File: src/rtl/commutator_output_if.sv
// Pair-in / serial-out bus of the commutator output stage.
// The DUT connects through the slave modport; the source/sink side uses master.
interface commutator_output_if;
  localparam int unsigned DW = 13;

  logic                 mode;
  logic                 in_valid;
  logic                 in_ready;
  logic signed [DW-1:0] Up_in_re;
  logic signed [DW-1:0] Up_in_im;
  logic signed [DW-1:0] Low_in_re;
  logic signed [DW-1:0] Low_in_im;
  logic signed [DW-1:0] out_re;
  logic signed [DW-1:0] out_im;
  logic                 out_valid;
  logic                 out_sof;
  logic                 out_eof;

  modport slave (
    input  mode, in_valid, Up_in_re, Up_in_im, Low_in_re, Low_in_im,
    output in_ready, out_re, out_im, out_valid, out_sof, out_eof
  );

  modport master (
    output mode, in_valid, Up_in_re, Up_in_im, Low_in_re, Low_in_im,
    input  in_ready, out_re, out_im, out_valid, out_sof, out_eof
  );
endinterface

File: src/rtl/commutator_output.sv
// Serialises 16 upper/lower sample pairs into a 32-point frame, either
// block ordered (uppers then buffered lowers) or interleaved (upper, lower).
module commutator_output (
  input  logic               clk,
  input  logic               rst_n,
  commutator_output_if.slave bus
);
  localparam int unsigned DW    = 13;
  localparam int unsigned NPAIR = 16;
  localparam int unsigned CW    = 4;
  localparam logic [CW-1:0] LAST = CW'(NPAIR - 1);

  typedef enum logic [2:0] {
    IDLE  = 3'd0,
    FILL  = 3'd1,
    DRAIN = 3'd2,
    ILV_A = 3'd3,
    ILV_B = 3'd4
  } state_t;

  state_t               state, state_nxt;
  logic [CW-1:0]        cnt, cnt_nxt;
  logic                 mode_q, mode_nxt;
  logic signed [DW-1:0] re_nxt, im_nxt;
  logic                 valid_nxt, sof_nxt, eof_nxt;
  logic                 buf_we;
  logic                 ready_c;
  logic                 accept;
  logic [2*DW-1:0]      lower_buf [NPAIR];
  logic [2*DW-1:0]      buf_rd;

  assign ready_c      = (state == IDLE) || (state == FILL) || (state == ILV_A);
  assign bus.in_ready = ready_c;
  assign accept       = bus.in_valid & ready_c;
  assign buf_rd       = lower_buf[cnt];

  // Next-state and next-output decode; outputs hold their value unless presenting.
  always_comb begin
    state_nxt = state;
    cnt_nxt   = cnt;
    mode_nxt  = mode_q;
    re_nxt    = bus.out_re;
    im_nxt    = bus.out_im;
    valid_nxt = 1'b0;
    sof_nxt   = 1'b0;
    eof_nxt   = 1'b0;
    buf_we    = 1'b0;

    case (state)
      IDLE: begin
        if (accept) begin
          mode_nxt  = bus.mode;
          re_nxt    = bus.Up_in_re;
          im_nxt    = bus.Up_in_im;
          valid_nxt = 1'b1;
          sof_nxt   = 1'b1;
          buf_we    = 1'b1;
          if (bus.mode) begin
            state_nxt = ILV_B;
          end else begin
            state_nxt = FILL;
            cnt_nxt   = CW'(1);
          end
        end
      end

      FILL, ILV_A: begin
        if (accept) begin
          re_nxt    = bus.Up_in_re;
          im_nxt    = bus.Up_in_im;
          valid_nxt = 1'b1;
          buf_we    = 1'b1;
          if (mode_q) begin
            state_nxt = ILV_B;
          end else if (cnt == LAST) begin
            state_nxt = DRAIN;
            cnt_nxt   = '0;
          end else begin
            cnt_nxt = cnt + CW'(1);
          end
        end
      end

      DRAIN, ILV_B: begin
        re_nxt    = buf_rd[2*DW-1:DW];
        im_nxt    = buf_rd[DW-1:0];
        valid_nxt = 1'b1;
        if (cnt == LAST) begin
          eof_nxt   = 1'b1;
          state_nxt = IDLE;
          cnt_nxt   = '0;
        end else begin
          cnt_nxt = cnt + CW'(1);
          if (state == ILV_B) begin
            state_nxt = ILV_A;
          end
        end
      end

      default: begin
        state_nxt = IDLE;
        cnt_nxt   = '0;
      end
    endcase
  end

  always_ff @(posedge clk or negedge rst_n) begin
    if (!rst_n) begin
      state         <= IDLE;
      cnt           <= '0;
      mode_q        <= 1'b0;
      bus.out_re    <= '0;
      bus.out_im    <= '0;
      bus.out_valid <= 1'b0;
      bus.out_sof   <= 1'b0;
      bus.out_eof   <= 1'b0;
    end else begin
      state         <= state_nxt;
      cnt           <= cnt_nxt;
      mode_q        <= mode_nxt;
      bus.out_re    <= re_nxt;
      bus.out_im    <= im_nxt;
      bus.out_valid <= valid_nxt;
      bus.out_sof   <= sof_nxt;
      bus.out_eof   <= eof_nxt;
    end
  end

  // Lower-lane store; every entry is rewritten before it is read in a frame.
  always_ff @(posedge clk) begin
    if (buf_we) begin
      lower_buf[cnt] <= {bus.Low_in_re, bus.Low_in_im};
    end
  end
endmodule

File: src/flat_wrapper.sv
// flat-port wrapper written by rule: the top's interface ports become plain ports
module commutator_output_flat 
  (clk, rst_n, bus_mode, bus_in_valid, bus_Up_in_re, bus_Up_in_im, bus_Low_in_re, bus_Low_in_im, bus_in_ready, bus_out_re, bus_out_im, bus_out_valid, bus_out_sof, bus_out_eof);
  commutator_output_if bus_i ();
  input  logic clk;
  input  logic rst_n;
  input wire logic [$bits(bus_i.mode)-1:0] bus_mode;
  input wire logic [$bits(bus_i.in_valid)-1:0] bus_in_valid;
  input wire logic [$bits(bus_i.Up_in_re)-1:0] bus_Up_in_re;
  input wire logic [$bits(bus_i.Up_in_im)-1:0] bus_Up_in_im;
  input wire logic [$bits(bus_i.Low_in_re)-1:0] bus_Low_in_re;
  input wire logic [$bits(bus_i.Low_in_im)-1:0] bus_Low_in_im;
  output wire logic [$bits(bus_i.in_ready)-1:0] bus_in_ready;
  output wire logic [$bits(bus_i.out_re)-1:0] bus_out_re;
  output wire logic [$bits(bus_i.out_im)-1:0] bus_out_im;
  output wire logic [$bits(bus_i.out_valid)-1:0] bus_out_valid;
  output wire logic [$bits(bus_i.out_sof)-1:0] bus_out_sof;
  output wire logic [$bits(bus_i.out_eof)-1:0] bus_out_eof;
  assign bus_i.mode = bus_mode;
  assign bus_i.in_valid = bus_in_valid;
  assign bus_i.Up_in_re = bus_Up_in_re;
  assign bus_i.Up_in_im = bus_Up_in_im;
  assign bus_i.Low_in_re = bus_Low_in_re;
  assign bus_i.Low_in_im = bus_Low_in_im;
  assign bus_in_ready = bus_i.in_ready;
  assign bus_out_re = bus_i.out_re;
  assign bus_out_im = bus_i.out_im;
  assign bus_out_valid = bus_i.out_valid;
  assign bus_out_sof = bus_i.out_sof;
  assign bus_out_eof = bus_i.out_eof;
  commutator_output u_core (.clk(clk), .rst_n(rst_n), .bus(bus_i));
endmodule
File: config.mk
export PLATFORM = sky130hd
export DESIGN_NAME = commutator_output_flat
export DESIGN_NICKNAME = d
export VERILOG_FILES = /design/src/rtl/commutator_output_if.sv /design/src/rtl/commutator_output.sv /design/src/flat_wrapper.sv
export SDC_FILE = /design/constraint.sdc
export NUM_CORES = 1
export LEC_CHECK = 0
export ABC_CLOCK_PERIOD_IN_PS = 6900
export CAP_MARGIN = 15
export CORE_MARGIN = 2
export CORE_UTILIZATION = 60
export CTS_CLUSTER_DIAMETER = 50
export CTS_CLUSTER_SIZE = 14
export DETAILED_ROUTE_END_ITERATION = 7
export DONT_BUFFER_PORTS = 1
export MAX_ROUTING_LAYER = met4
export PLACE_DENSITY = 0.73
export SLEW_MARGIN = 20
export SYNTH_ARGS = -nofsm -noshare
export SYNTH_HDL_FRONTEND = slang
export SYNTH_SLANG_ARGS = --single-unit
File: constraint.sdc
create_clock -name clk -period 6.9 [get_ports clk]
set_input_delay 0 -clock clk [delete_from_list [all_inputs] [get_ports clk]]
set_output_delay 0 -clock clk [all_outputs]
set_load 0.02 [all_outputs]
==> metrics.txt <==
Worst-Skew Late Latency ~0.54 ns; worst-case vdd ir drop roughly 0.23 mV; share of power burned in registers 47.7%; drt via density between 6 and 7; Clock Power Share 29.5%; DR vias around 9300; final hold vios 0; Slew Limit Fails 0; initial antenna violation count 2; met2 global-route usage a little over two fifths; Post-Route Utilization between 60% and 70%; CTS root buffer clkbuf_16; I/O Buffers 0; Crit Path Max Fanout 53; clock sink total around 450; chip height 175 um; Die Wd ~180 um; register area approximately 13000 sq um; GR peak layer met2; met3 usage between 4 and 5%; Synth cell types 40; Slew HR between 20% and 30%; Arr. time, crit path roughly 3.6 ns; actual slew at the worst max-slew pin around 1.2 ns; post-cts sizing count 0; post-synthesis cell count a little under 900; Layout Cells excl Fill 1382; Die ar. 30700 sq um; Gate power share 22.9%; remaining global-route overflow 0; EDFF count, synth roughly 420; Routed WL per cell between 20 and 30 um; commonest cells after routing, fill and taps aside edfxtp_1, mux2i_1, mux4_2, dlygate4sd3_1, clkbuf_16; RSZ-0062 raised after global routing false; worst reg2reg path startpoint u_core.cnt[1]; multi-input logic area between 3000 and 4000 sq um; H-tree depth 2; Post-Place Cells 1245; Tmin final between 3 and 4 ns; HPWL after DPL roughly 23000 um; GRT Total Usage 27.4%; largest net degree at the start of global routing 64; final setup fails 0; clock-pin slew on the worst setup and hold paths about 0.060 ns; Worst Path Required between 7 and 8 ns; Seq/Total Area, Yosys roughly three quarters; Initial DRT Pass Iterations 6; Hold Buf Count CTS 57; worst-path cell chain buf_4, ha_1, and3_1, buf_4; layout cells sized above 1 between 10% and 20%; status complete, no violations; skew final 0.0162 ns; cell leakage power approximately 6.6 nW; Crit-path slowest cell dfrtp_4; CP startpoint u_core.cnt[1]; Post-Route WL approximately 40000 um; worst hold path class in -> async; starting density of the core between 60 and 70%; CTS tree done; Hold Slack 0.0420 ns; Final #Nets roughly 1000; Fin Setup TNS 0 ns; Synth Flop Type edfxtp_1; Mapped Nets around 950; P_int 0.00525 W; Routed Antenna Nets 0; mapped cell area about 18000 sq um; Top Ports 86; grt met1 use between 30% and 40%; Max-Cap Viols 0; Sw Pwr ~0.0023 W; CP max stage delay 0.89 ns; Max Fclk between 200 and 300 MHz; Yosys reg bits between 400 and 500; switching fraction of total power between 30% and 40%; vias in the first global route roughly 9400; Rows 62; clock tree buffer depth 3; Routability Congestion approximately 0.83; Crit path top cell by count buf_4; Post-synth ARST share 8.17%; nature of the critical path endpoint register; final worst-path cycle share ~49%; Yosys warning count 0; Filler cells 1719; first-pass GRT wire length between 50000 and 60000 um; crit start category register; initial detailed-routing violation count 1398; pwr dens ~380 nW/um^2; Syn Area/Cell 19.7 sq um; core area 28800 sq um; Crit Path Class reg -> reg; # DRC 0; Layout Area Growth over Synthesis 13.0%; postcts setup bufs 0; CTS buffer count between 40 and 50; most common cell after layout, fill and taps aside edfxtp_1
==> area by class of cell <==
type                    count  share of cell area [%]
flip-flops and latches    453                    67.4
well taps                 384                    2.41
clock inverters            13                   0.591
repair buffers             79                    3.88
multi-input cells         380                    19.4
inverters                   7                   0.132
diodes                      2                  0.0251
clock buffers              64                    6.07
==> Yosys cell counts, types with 6 or more instances <==
library cell | number | share of area, %
a211oi_1 | 28 | 1.2
a21oi_1 | 6 | 0.17
a22oi_1 | 35 | 1.5
a32oi_1 | 18 | 0.89
and3_1 | 14 | 0.50
buf_2 | 21 | 0.60
buf_6 | 11 | 0.70
clkbuf_1 | 16 | 0.34
dfrtp_1 | 37 | 5.3
edfxtp_1 | 416 | 71
inv_1 | 6 | 0.13
mux2i_1 | 96 | 5.5
mux4_2 | 56 | 7.2
nand2_1 | 29 | 0.62
nor2_1 | 10 | 0.21
o21ai_0 | 6 | 0.17
o22ai_1 | 29 | 1.0
o2bb2ai_1 | 18 | 0.89
==> power groups by stage <==
stage / Clock [W] / Combinational (W) / Sequential (W)
floorplan: 0 / 0.00134 / 0.00351
CTS: 0.00225 / 0.00165 / 0.00365
global route: 0.00236 / 0.00184 / 0.00362
finish: 0.00222 / 0.00172 / 0.00360
global placement: 0 / 0.00152 / 0.00369
detailed placement: 0 / 0.00157 / 0.00371
==> metrics by stage <==
step	total power (W)	cell area, sq um	setup WS (ns)
2_1_floorplan	0.00485	17600	3.82
3_3_place_gp	0.00522	18000	3.63
3_5_place_dp	0.00527	18000	3.56
4_1_cts	0.00755	19900	3.53
5_1_grt	0.00782	19900	3.34
6_report	0.00755	19900	3.52
==> state kept, by name, summed over array words and instances, names as in the netlist <==
| signal | count |
|---|---|
| u_core.lower_buf | 416 |
| u_core.bus.out_sof | 1 |
| u_core.state | 3 |
| u_core.cnt | 4 |
| u_core.bus.out_im | 13 |
| u_core.bus.out_eof | 1 |
| u_core.bus.out_re | 13 |
| u_core.bus.out_valid | 1 |
| u_core.mode_q | 1 |
==> critical path: cells and delay by family (launching register included) <==
family / cells / cell delay (ns)
adders and majority gates: 1 / 0.34
buffers and inverters: 2 / 1.14
DFF: 1 / 0.89
and+or+nand+nor: 1 / 0.57
==> metal layers <==
| layer | share of wire (%) | vias to the layer above |
|---|---|---|
| li1 | - | 3841 |
| met1 | 39 | 4762 |
| met2 | 49 | 572 |
| met3 | 8.8 | 85 |
| met4 | 3.1 | 0 |
| met5 | 0 | - |
==> path summary, 6_finish.rpt <==
path / end / slack (ns) / depth (start not counted)
max: u_core.lower_buf[6][0] / 3.52 / 4
min: u_core.cnt[1] / 0.04 / 2
max reg2reg: u_core.lower_buf[6][0] / 3.52 / 4
min reg2reg: u_core.bus.out_im[2] / 0.60 / 2
max in group asynchronous: u_core.cnt[0] / 6.62 / 2
min in group clk: u_core.bus.out_im[4] / 0.24 / 3
==> cells by family (layout without fill, tap and decap cells) <==
group	count (synthesis)	count (layout)	share of synthesized area, %
compound gates	143	143	6.02
xor+xnor	2	2	0.0994
fa+ha+maj	4	4	0.284
buf+inv	59	163	1.96
flops	453	453	76.2
mux	157	157	13.3
other cells	0	2	0
simple gates	74	74	2.19
(Power assumes the default switching activity.)
